File: src/rtl/guess_uart_tx.sv
// guess_uart_tx: player-side UART transmitter for wireless hangman.
// Validates guessed letters as uppercase ASCII (A-Z), queues them in a small
// circular FIFO and sends each one as an 8N1 frame, LSB first.
// Ports:
//   clk, rst         system clock, synchronous active-high reset
//   letter[7:0]      ASCII guess, sampled on the rising edge of send
//   send             level request, edge-detected internally
//   tx               serial line, idle high
//   busy             frame in flight or FIFO non-empty
//   tx_done          one-cycle pulse when a stop bit completes
//   overflow         one-cycle pulse when a valid guess is dropped (FIFO full)
//   bad_char         one-cycle pulse when the letter is not A-Z
//   count            FIFO occupancy
module guess_uart_tx #(
  parameter int unsigned CLKS_PER_BIT = 1042,
  parameter int unsigned DEPTH        = 4
) (
  input  logic                     clk,
  input  logic                     rst,
  input  logic [7:0]               letter,
  input  logic                     send,
  output logic                     tx,
  output logic                     busy,
  output logic                     tx_done,
  output logic                     overflow,
  output logic                     bad_char,
  output logic [$clog2(DEPTH):0]   count
);

  localparam int unsigned AW = $clog2(DEPTH);
  localparam int unsigned CW = AW + 1;
  localparam int unsigned BW = $clog2(CLKS_PER_BIT);

  typedef enum logic [1:0] {S_IDLE, S_START, S_DATA, S_STOP} state_e;

  state_e          state_q, state_d;
  logic [BW-1:0]   baud_q, baud_d;
  logic [2:0]      bit_q, bit_d;
  logic [7:0]      shift_q, shift_d;
  logic            send_prev_q;
  logic [7:0]      mem_q [DEPTH];
  logic [7:0]      mem_d [DEPTH];
  logic [AW-1:0]   wr_ptr_q, wr_ptr_d;
  logic [AW-1:0]   rd_ptr_q, rd_ptr_d;
  logic [CW-1:0]   count_q, count_d;
  logic            tx_q, tx_d;
  logic            busy_q, busy_d;
  logic            tx_done_q, tx_done_d;
  logic            overflow_q, overflow_d;
  logic            bad_char_q, bad_char_d;

  logic            pop;
  logic            we;
  logic            push_req;
  logic            valid;
  logic            baud_end;
  logic [7:0]      head;

  // Frame sequencer: pops the FIFO head in IDLE or straight out of STOP.
  always_comb begin
    state_d   = state_q;
    baud_d    = baud_q;
    bit_d     = bit_q;
    shift_d   = shift_q;
    pop       = 1'b0;
    tx_done_d = 1'b0;
    tx_d      = 1'b1;
    head      = mem_q[rd_ptr_q];
    baud_end  = (baud_q == BW'(CLKS_PER_BIT - 1));

    unique case (state_q)
      S_IDLE: begin
        baud_d = '0;
        if (count_q != '0) begin
          pop     = 1'b1;
          shift_d = head;
          state_d = S_START;
        end
      end
      S_START: begin
        tx_d = 1'b0;
        if (baud_end) begin
          baud_d  = '0;
          bit_d   = 3'd0;
          state_d = S_DATA;
        end else begin
          baud_d = baud_q + BW'(1);
        end
      end
      S_DATA: begin
        tx_d = shift_q[0];
        if (baud_end) begin
          baud_d  = '0;
          shift_d = shift_q >> 1;
          if (bit_q == 3'd7) begin
            state_d = S_STOP;
          end else begin
            bit_d = bit_q + 3'd1;
          end
        end else begin
          baud_d = baud_q + BW'(1);
        end
      end
      S_STOP: begin
        tx_d = 1'b1;
        if (baud_end) begin
          baud_d    = '0;
          tx_done_d = 1'b1;
          if (count_q != '0) begin
            pop     = 1'b1;
            shift_d = head;
            state_d = S_START;
          end else begin
            state_d = S_IDLE;
          end
        end else begin
          baud_d = baud_q + BW'(1);
        end
      end
      default: state_d = S_IDLE;
    endcase
  end

  // Guess intake: edge detect, A-Z validation, FIFO bookkeeping.
  always_comb begin
    push_req   = send && !send_prev_q;
    valid      = (letter >= 8'h41) && (letter <= 8'h5A);
    we         = 1'b0;
    overflow_d = 1'b0;
    bad_char_d = 1'b0;
    mem_d      = mem_q;
    wr_ptr_d   = wr_ptr_q;
    rd_ptr_d   = rd_ptr_q;
    count_d    = count_q;

    if (push_req) begin
      if (!valid) begin
        bad_char_d = 1'b1;
      end else if ((count_q == CW'(DEPTH)) && !pop) begin
        overflow_d = 1'b1;
      end else begin
        we = 1'b1;
      end
    end

    // At full, write and pop hit the same slot; the pop already took the old byte.
    if (we) begin
      mem_d[wr_ptr_q] = letter;
      wr_ptr_d        = wr_ptr_q + AW'(1);
    end
    if (pop) begin
      rd_ptr_d = rd_ptr_q + AW'(1);
    end
    if (we && !pop) begin
      count_d = count_q + CW'(1);
    end else if (pop && !we) begin
      count_d = count_q - CW'(1);
    end

    busy_d = (state_d != S_IDLE) || (count_d != '0);
  end

  always_ff @(posedge clk) begin
    if (rst) begin
      state_q     <= S_IDLE;
      baud_q      <= '0;
      bit_q       <= '0;
      shift_q     <= '0;
      send_prev_q <= 1'b0;
      wr_ptr_q    <= '0;
      rd_ptr_q    <= '0;
      count_q     <= '0;
      tx_q        <= 1'b1;
      busy_q      <= 1'b0;
      tx_done_q   <= 1'b0;
      overflow_q  <= 1'b0;
      bad_char_q  <= 1'b0;
    end else begin
      state_q     <= state_d;
      baud_q      <= baud_d;
      bit_q       <= bit_d;
      shift_q     <= shift_d;
      send_prev_q <= send;
      wr_ptr_q    <= wr_ptr_d;
      rd_ptr_q    <= rd_ptr_d;
      count_q     <= count_d;
      tx_q        <= tx_d;
      busy_q      <= busy_d;
      tx_done_q   <= tx_done_d;
      overflow_q  <= overflow_d;
      bad_char_q  <= bad_char_d;
    end
  end

  // FIFO storage needs no reset; occupancy alone says what is valid.
  always_ff @(posedge clk) begin
    mem_q <= mem_d;
  end

  assign tx       = tx_q;
  assign busy     = busy_q;
  assign tx_done  = tx_done_q;
  assign overflow = overflow_q;
  assign bad_char = bad_char_q;
  assign count    = count_q;

endmodule

File: config.mk
export PLATFORM = sky130hd
export DESIGN_NAME = guess_uart_tx
export DESIGN_NICKNAME = d
export VERILOG_FILES = /design/src/rtl/guess_uart_tx.sv
export SDC_FILE = /design/constraint.sdc
export NUM_CORES = 1
export LEC_CHECK = 0
export CORE_ASPECT_RATIO = 0.5
export CORE_MARGIN = 2
export CORE_UTILIZATION = 30
export DETAILED_ROUTE_END_ITERATION = 8
export SLEW_MARGIN = 20
export SYNTH_ARGS = -nofsm -noshare
export SYNTH_HDL_FRONTEND = slang
export SYNTH_SLANG_ARGS = --single-unit
File: constraint.sdc
create_clock -name clk -period 2.3 [get_ports clk]
set_input_delay 0.46 -clock clk [delete_from_list [all_inputs] [get_ports clk]]
set_output_delay 0.46 -clock clk [all_outputs]
set_load 0.1 [all_outputs]
Word-level counts from Yosys, hierarchy flattened
Index checks and enable logic that the tools add are counted.
Storage, ports and cells
  input port bits: 11
  output and inout bits: 8
  logic and storage cells: 100
  register bits after elaboration: 69
Cells by class
  order comparisons: 5
  mux-type cells: 35
  bitwise logic cells: 5
  equality and inequality tests: 10
  $add $sub $neg: 6
  reductions and logical operators: 22
Operators with widths (count)
  $mux 8: 6
  $bwmux 32: 1
  $pmux 8 s3: 1
  $pmux 11 s2: 1
  $bmux 8 s2: 1
  $demux 8 s2: 1
  $mux 3: 5
  $add 11x1->11 const B: 1
  $eq 11x11->1 const B: 1
  $mux 11: 1
  $mux 2: 5
  $mux 1: 9
  $reduce_bool 3->1: 3
  $ge 8x7->1 const B: 1
  $le 8x7->1 const B: 1
  $ne 2x2->1 const B: 4
  $pmux 2 s4: 1
  $add 3x1->3 const B: 2
  $eq 3x3->1 const B: 2
  $ge 3x3->1 const B: 2
  $logic_and 1x1->1: 6
  $not 2->3: 2
  $pmux 3 s2: 1
  $reduce_or 3->1: 2
  14 further kinds: 23

Depth between registers and ports, before layout
  word-level depth: 15
  mapped depth: 9
  mapped depth without buffers: 8

Worst setup path after synthesis
OpenSTA, ideal clock, no wires.
  path kind: register -> register
  from: register count_q[0], in the netlist count[0]
  to: register mem_q[0] (netlist name) (enable)
  stages on the path, launching flop included: 9
  period minus slack after synthesis: 2.730 ns
  arrival time: 2.398 ns
  required time: 1.968 ns
  slack: -0.430 ns
  setup time: 0.332 ns
  path buffers: 0
  cells stage by stage: dfxtp_1 inv_1 ha_1 nand2b_1 nand2b_1 nor2_4 nor2_1 nor2_1 and2_1
Between the ends
  cells in the longest elaborated chain, start to end: 9
  elaborated cells on any way between the ends: 10
  those cells by class: eq/ne: 1; mux: 6; reduce/logical: 3
Ends and longest elaborated chain
  from (decl): RTL line 45  | logic [CW-1:0] count_q, count_d;
  from (signal assigned): RTL line 186  | count_q <= count_d;
  $reduce_bool 3->1: RTL line 74, 109
  $mux 1: RTL line 74, 109
  $mux 1: RTL line 106  | if (baud_end) begin
  $pmux 1 s2: RTL line 71  | unique case (state_q)
  $logic_not 1->1: RTL line 139  | end else if ((count_q == CW'(DEPTH)) && !pop) begin
  $logic_and 1x1->1 (*): RTL line 139
  $mux 1 (*): RTL line 139
  $mux 1 (*): RTL line 137  | if (!valid) begin
  $mux 1 (*): RTL line 136  | if (push_req) begin
  to (signal assigned): RTL line 197  | mem_q <= mem_d;
  to (decl): RTL line 41  | logic [7:0] mem_q [DEPTH];
Mark *: on every way between the ends. The rest lies on a longest branch, timed or not.
A chain may end at the register's enable or synchronous reset.

Worst setup path after layout
  from: input letter[4]
  to: register busy_q, in the netlist busy
Between the ends
  cells in the longest elaborated chain, start to end: 10
  elaborated cells on any way between the ends: 12
  those cells by class: order compare: 2; mux: 4; reduce/logical: 6
Ends and longest elaborated chain
  from (decl): RTL line 20  | input logic [7:0] letter,
  $ge 8x7->1 / $le 8x7->1 (equally long branches): RTL line 127  | valid = (letter >= 8'h41) && (letter <= 8'h5A);
  $logic_and 1x1->1 (*): RTL line 127
  $mux 1 (*): RTL line 137
  $mux 1 (*): RTL line 136
  $logic_not 1->1: RTL line 156  | end else if (pop && !we) begin
  $logic_and 1x1->1: RTL line 156
  $mux 3: RTL line 156
  $mux 3 (*): RTL line 154  | if (we && !pop) begin
  $reduce_bool 3->1 (*): RTL line 160  | busy_d = (state_d != S_IDLE) || (count_d != '0);
  $logic_or 1x1->1 (*): RTL line 160
  to (signal assigned): RTL line 188  | busy_q <= busy_d;
  to (decl): RTL line 47  | logic busy_q, busy_d;
Marked as above.

==> flow_metrics.tcl <==
set metrics [dict create \
    cts.path.max_buffers 2 \
    via_per_inst 4.60 \
    rows 26 \
    cp.required_ps 2500 \
    slowest_stage "or4_4" \
    yosys.cell_types.count 51 \
    wl_met1_um 2860 \
    clock_skew_ps 6.62 \
    path_cells "clkdlybuf4s50_1, or4_4, o22ai_4, o21ai_1, mux2_4, a211oi_2, a41oi_1" \
    period_share_pct 96.7 \
    wire_per_inst_um 13.9 \
    grt_setup_unrepaired "false" \
    syn_to_final_growth_pct 25.5 \
    htreeDepth 3 \
    synthFlopType "dfxtp_1" \
    vdd_drop_max_uv 415 \
    grt_usage_pct 11.3 \
    holdWs_ps 475 \
    synth_area_mm2 0.00315 \
    synth_edf_count 32 \
    ys_warn_count 0 \
    start_util_pct 30.9 \
    design.portCount 19 \
    tightestPinTransition_ps 582 \
    nFillCells 970 \
    gp_congestion 0.788 \
    wirelength_um 6070 \
    crit_family "compound AO/OA/AOI/OAI gates" \
    wl_met2_um 2930 \
    core_mm2 0.0102 \
    cellPowerDensity_mw_per_mm2 1090 \
    highest_layer "met4" \
    crit_type "primary input to flip-flop" \
    yosysSeqAreaShare_pct 54.0 \
    cts_tree "built" \
    grt_pass1_wl_um 9760 \
    drv_slew 0 \
    synth_fp_nets 280 \
    synth_seq_cells 69 \
    dr_wl_met3_um 122 \
    postLayoutCoreUtil_pct 38.7 \
    antenna_found_initial 0 \
    drive_gt1_share_pct 25.8 \
    drt_iter0_markers 79 \
    diodes 0 \
    root_buffer "clkbuf_16" \
    critical_path.startpoint_type "primary input" \
    total_power_w 0.00431 \
    cp_slowest_stage_delay_ps 560 \
    max_freq_ghz 0.450 \
    drt_pass1_iterations 4 \
    clkLatencyLatePin_ps 340 \
    r2r_setup_slack_ps 130 \
    netlist_instances 253 \
    grt_max_degree 22 \
    dieHeight_um 76.5 \
    cts_made_buffers 9 \
    clkSinkCount 69 \
    ant_nets 0 \
    finalHoldViolations 0 \
    outcome "completed" \
    fin_nets 320 \
    cp.arrival_ps 2430 \
    max-cap-violations 0 \
    synthArstFlopShare_pct 0 \
    grt_pass1_vias 2044 \
    fp.dieW_um 149 \
    die-area_mm2 0.0114 \
    endpoint_kind "flip-flop" \
    setup_viol 0 \
    slew_headroom_pct 61.1 \
    crit_fanout 3 \
    cts-hold-fix-buffers 0 \
    grt_overflow 0 \
    crit_buf_inv 1 \
    dp_hpwl_um 4390 \
    syn_area_per_cell_um2 12.5 \
    p_leak_nw 1.38 \
    vias 2013 \
    post-route-min-period_ps 2220 \
    worstHoldPathType "flip-flop to flip-flop" \
    drt_drc_violations_left 0 \
    io_buffers 18 \
    tns_ps 0 \
    clk_pin_slew_ps 60 \
]
-- final cells by class --
cell class | instances | area [µm²] | share of cell area (%)
Clock inverter | 6 | 93.8 | 2.37
Sequential cell | 69 | 1710 | 43.2
Timing Repair Buffer | 38 | 324 | 8.19
Multi-Input combinational cell | 167 | 1400 | 35.3
Inverter | 8 | 30.0 | 0.759
Clock buffer | 10 | 229 | 5.79
Tap cell | 140 | 175 | 4.43
-- Yosys cell counts (all sizes together), types with 3 or more instances --
| cell | instances | area share, % |
|---|---|---|
| a211oi | 10 | 3.0 |
| a21oi | 6 | 0.95 |
| and2 | 4 | 0.79 |
| buf | 4 | 0.75 |
| clkbuf | 5 | 0.60 |
| dfxtp | 37 | 23 |
| edfxtp | 32 | 30 |
| ha | 16 | 6.3 |
| inv | 8 | 0.95 |
| mux2 | 3 | 1.2 |
| mux2i | 8 | 2.5 |
| mux4 | 8 | 5.7 |
| nand2 | 11 | 1.3 |
| nand2b | 5 | 0.99 |
| nand3 | 11 | 1.9 |
| nor2 | 36 | 4.5 |
| nor2b | 4 | 0.79 |
| nor4 | 3 | 0.60 |
| nor4b | 4 | 1.8 |
| o21ai | 3 | 0.48 |
| xnor2 | 6 | 1.7 |
| xor2 | 7 | 1.9 |
-- timing repair --
action                                  in CTS  in global routing
buffers inserted                             0                  0
endpoints found under the setup margin       1                 33
pin swaps                                    0                  1
gates resized for setup                      2                  6
endpoints found under the hold margin        0                  0
-- state kept, by name (all words and copies together), names as in the netlist, 2 cells and up --
name / flops
baud_q: 11
count: 3
state_q: 2
shift_q: 8
mem_q: 32
wr_ptr_q: 2
rd_ptr_q: 2
bit_q: 3
-- worst min-delay path: stages (launching register included) --
cell      delay [ps]
dfxtp_1          310
nand2b_1          60
a21oi_1           50
-- cell usage in the layout (no fill, tap or decap), drive strengths merged, types with 7 or more instances in the layout --
cell           synthesis  layout
edfxtp                32      32
clkdlybuf4s50          0       8
nor2                  36      36
buf                    4      28
mux4                   8       8
clkbuf                 5      10
nand3                 11      11
ha                    16      16
mux2i                  8       8
nand2                 11      11
dfxtp                 37      37
inv                    8      10
a211oi                10      10
xor2                   7       7
-- through the flow --
stage | cells | cell area (µm²) | setup WS (ps)
2_1_floorplan | 253 | 3160 | 118
3_3_place_gp | 422 | 3620 | -311
3_5_place_dp | 422 | 3620 | -378
4_1_cts | 438 | 3940 | 4.20
5_1_grt | 438 | 3960 | 6.30
6_report | 438 | 3960 | 76.1
-- metal layers --
metal | up-vias | track usage [%]
li1 | 1006 | -
met1 | 982 | 13.2
met4 | 0 | 6.29
met5 | - | 0
met2 | 13 | 18.4
met3 | 12 | 3.59
-- logic make-up after synthesis --
group / synth area share, %
buf+inv: 2.30
simple gates: 16.0
xor+xnor: 3.61
mux: 9.44
flops: 54.0
compound gates: 8.37
fa+ha+maj: 6.35
-- report_power, final --
group | switching [W] | internal, W
clock | 0.000533 | 0.000958
sequential | 0.000119 | 0.00143
combinational | 0.000765 | 0.000513
-- final timing paths --
| check | cells past startpoint | endpoint | start |
|---|---|---|---|
| worst max register to register | 10 | busy | baud_q[1] |
| worst max-delay path | 7 | busy | letter[4] |
| worst min-delay path | 2 | bit_q[1] | bit_q[1] |
| worst min register to register | 2 | bit_q[1] | bit_q[1] |
(Power assumes the default switching activity.)
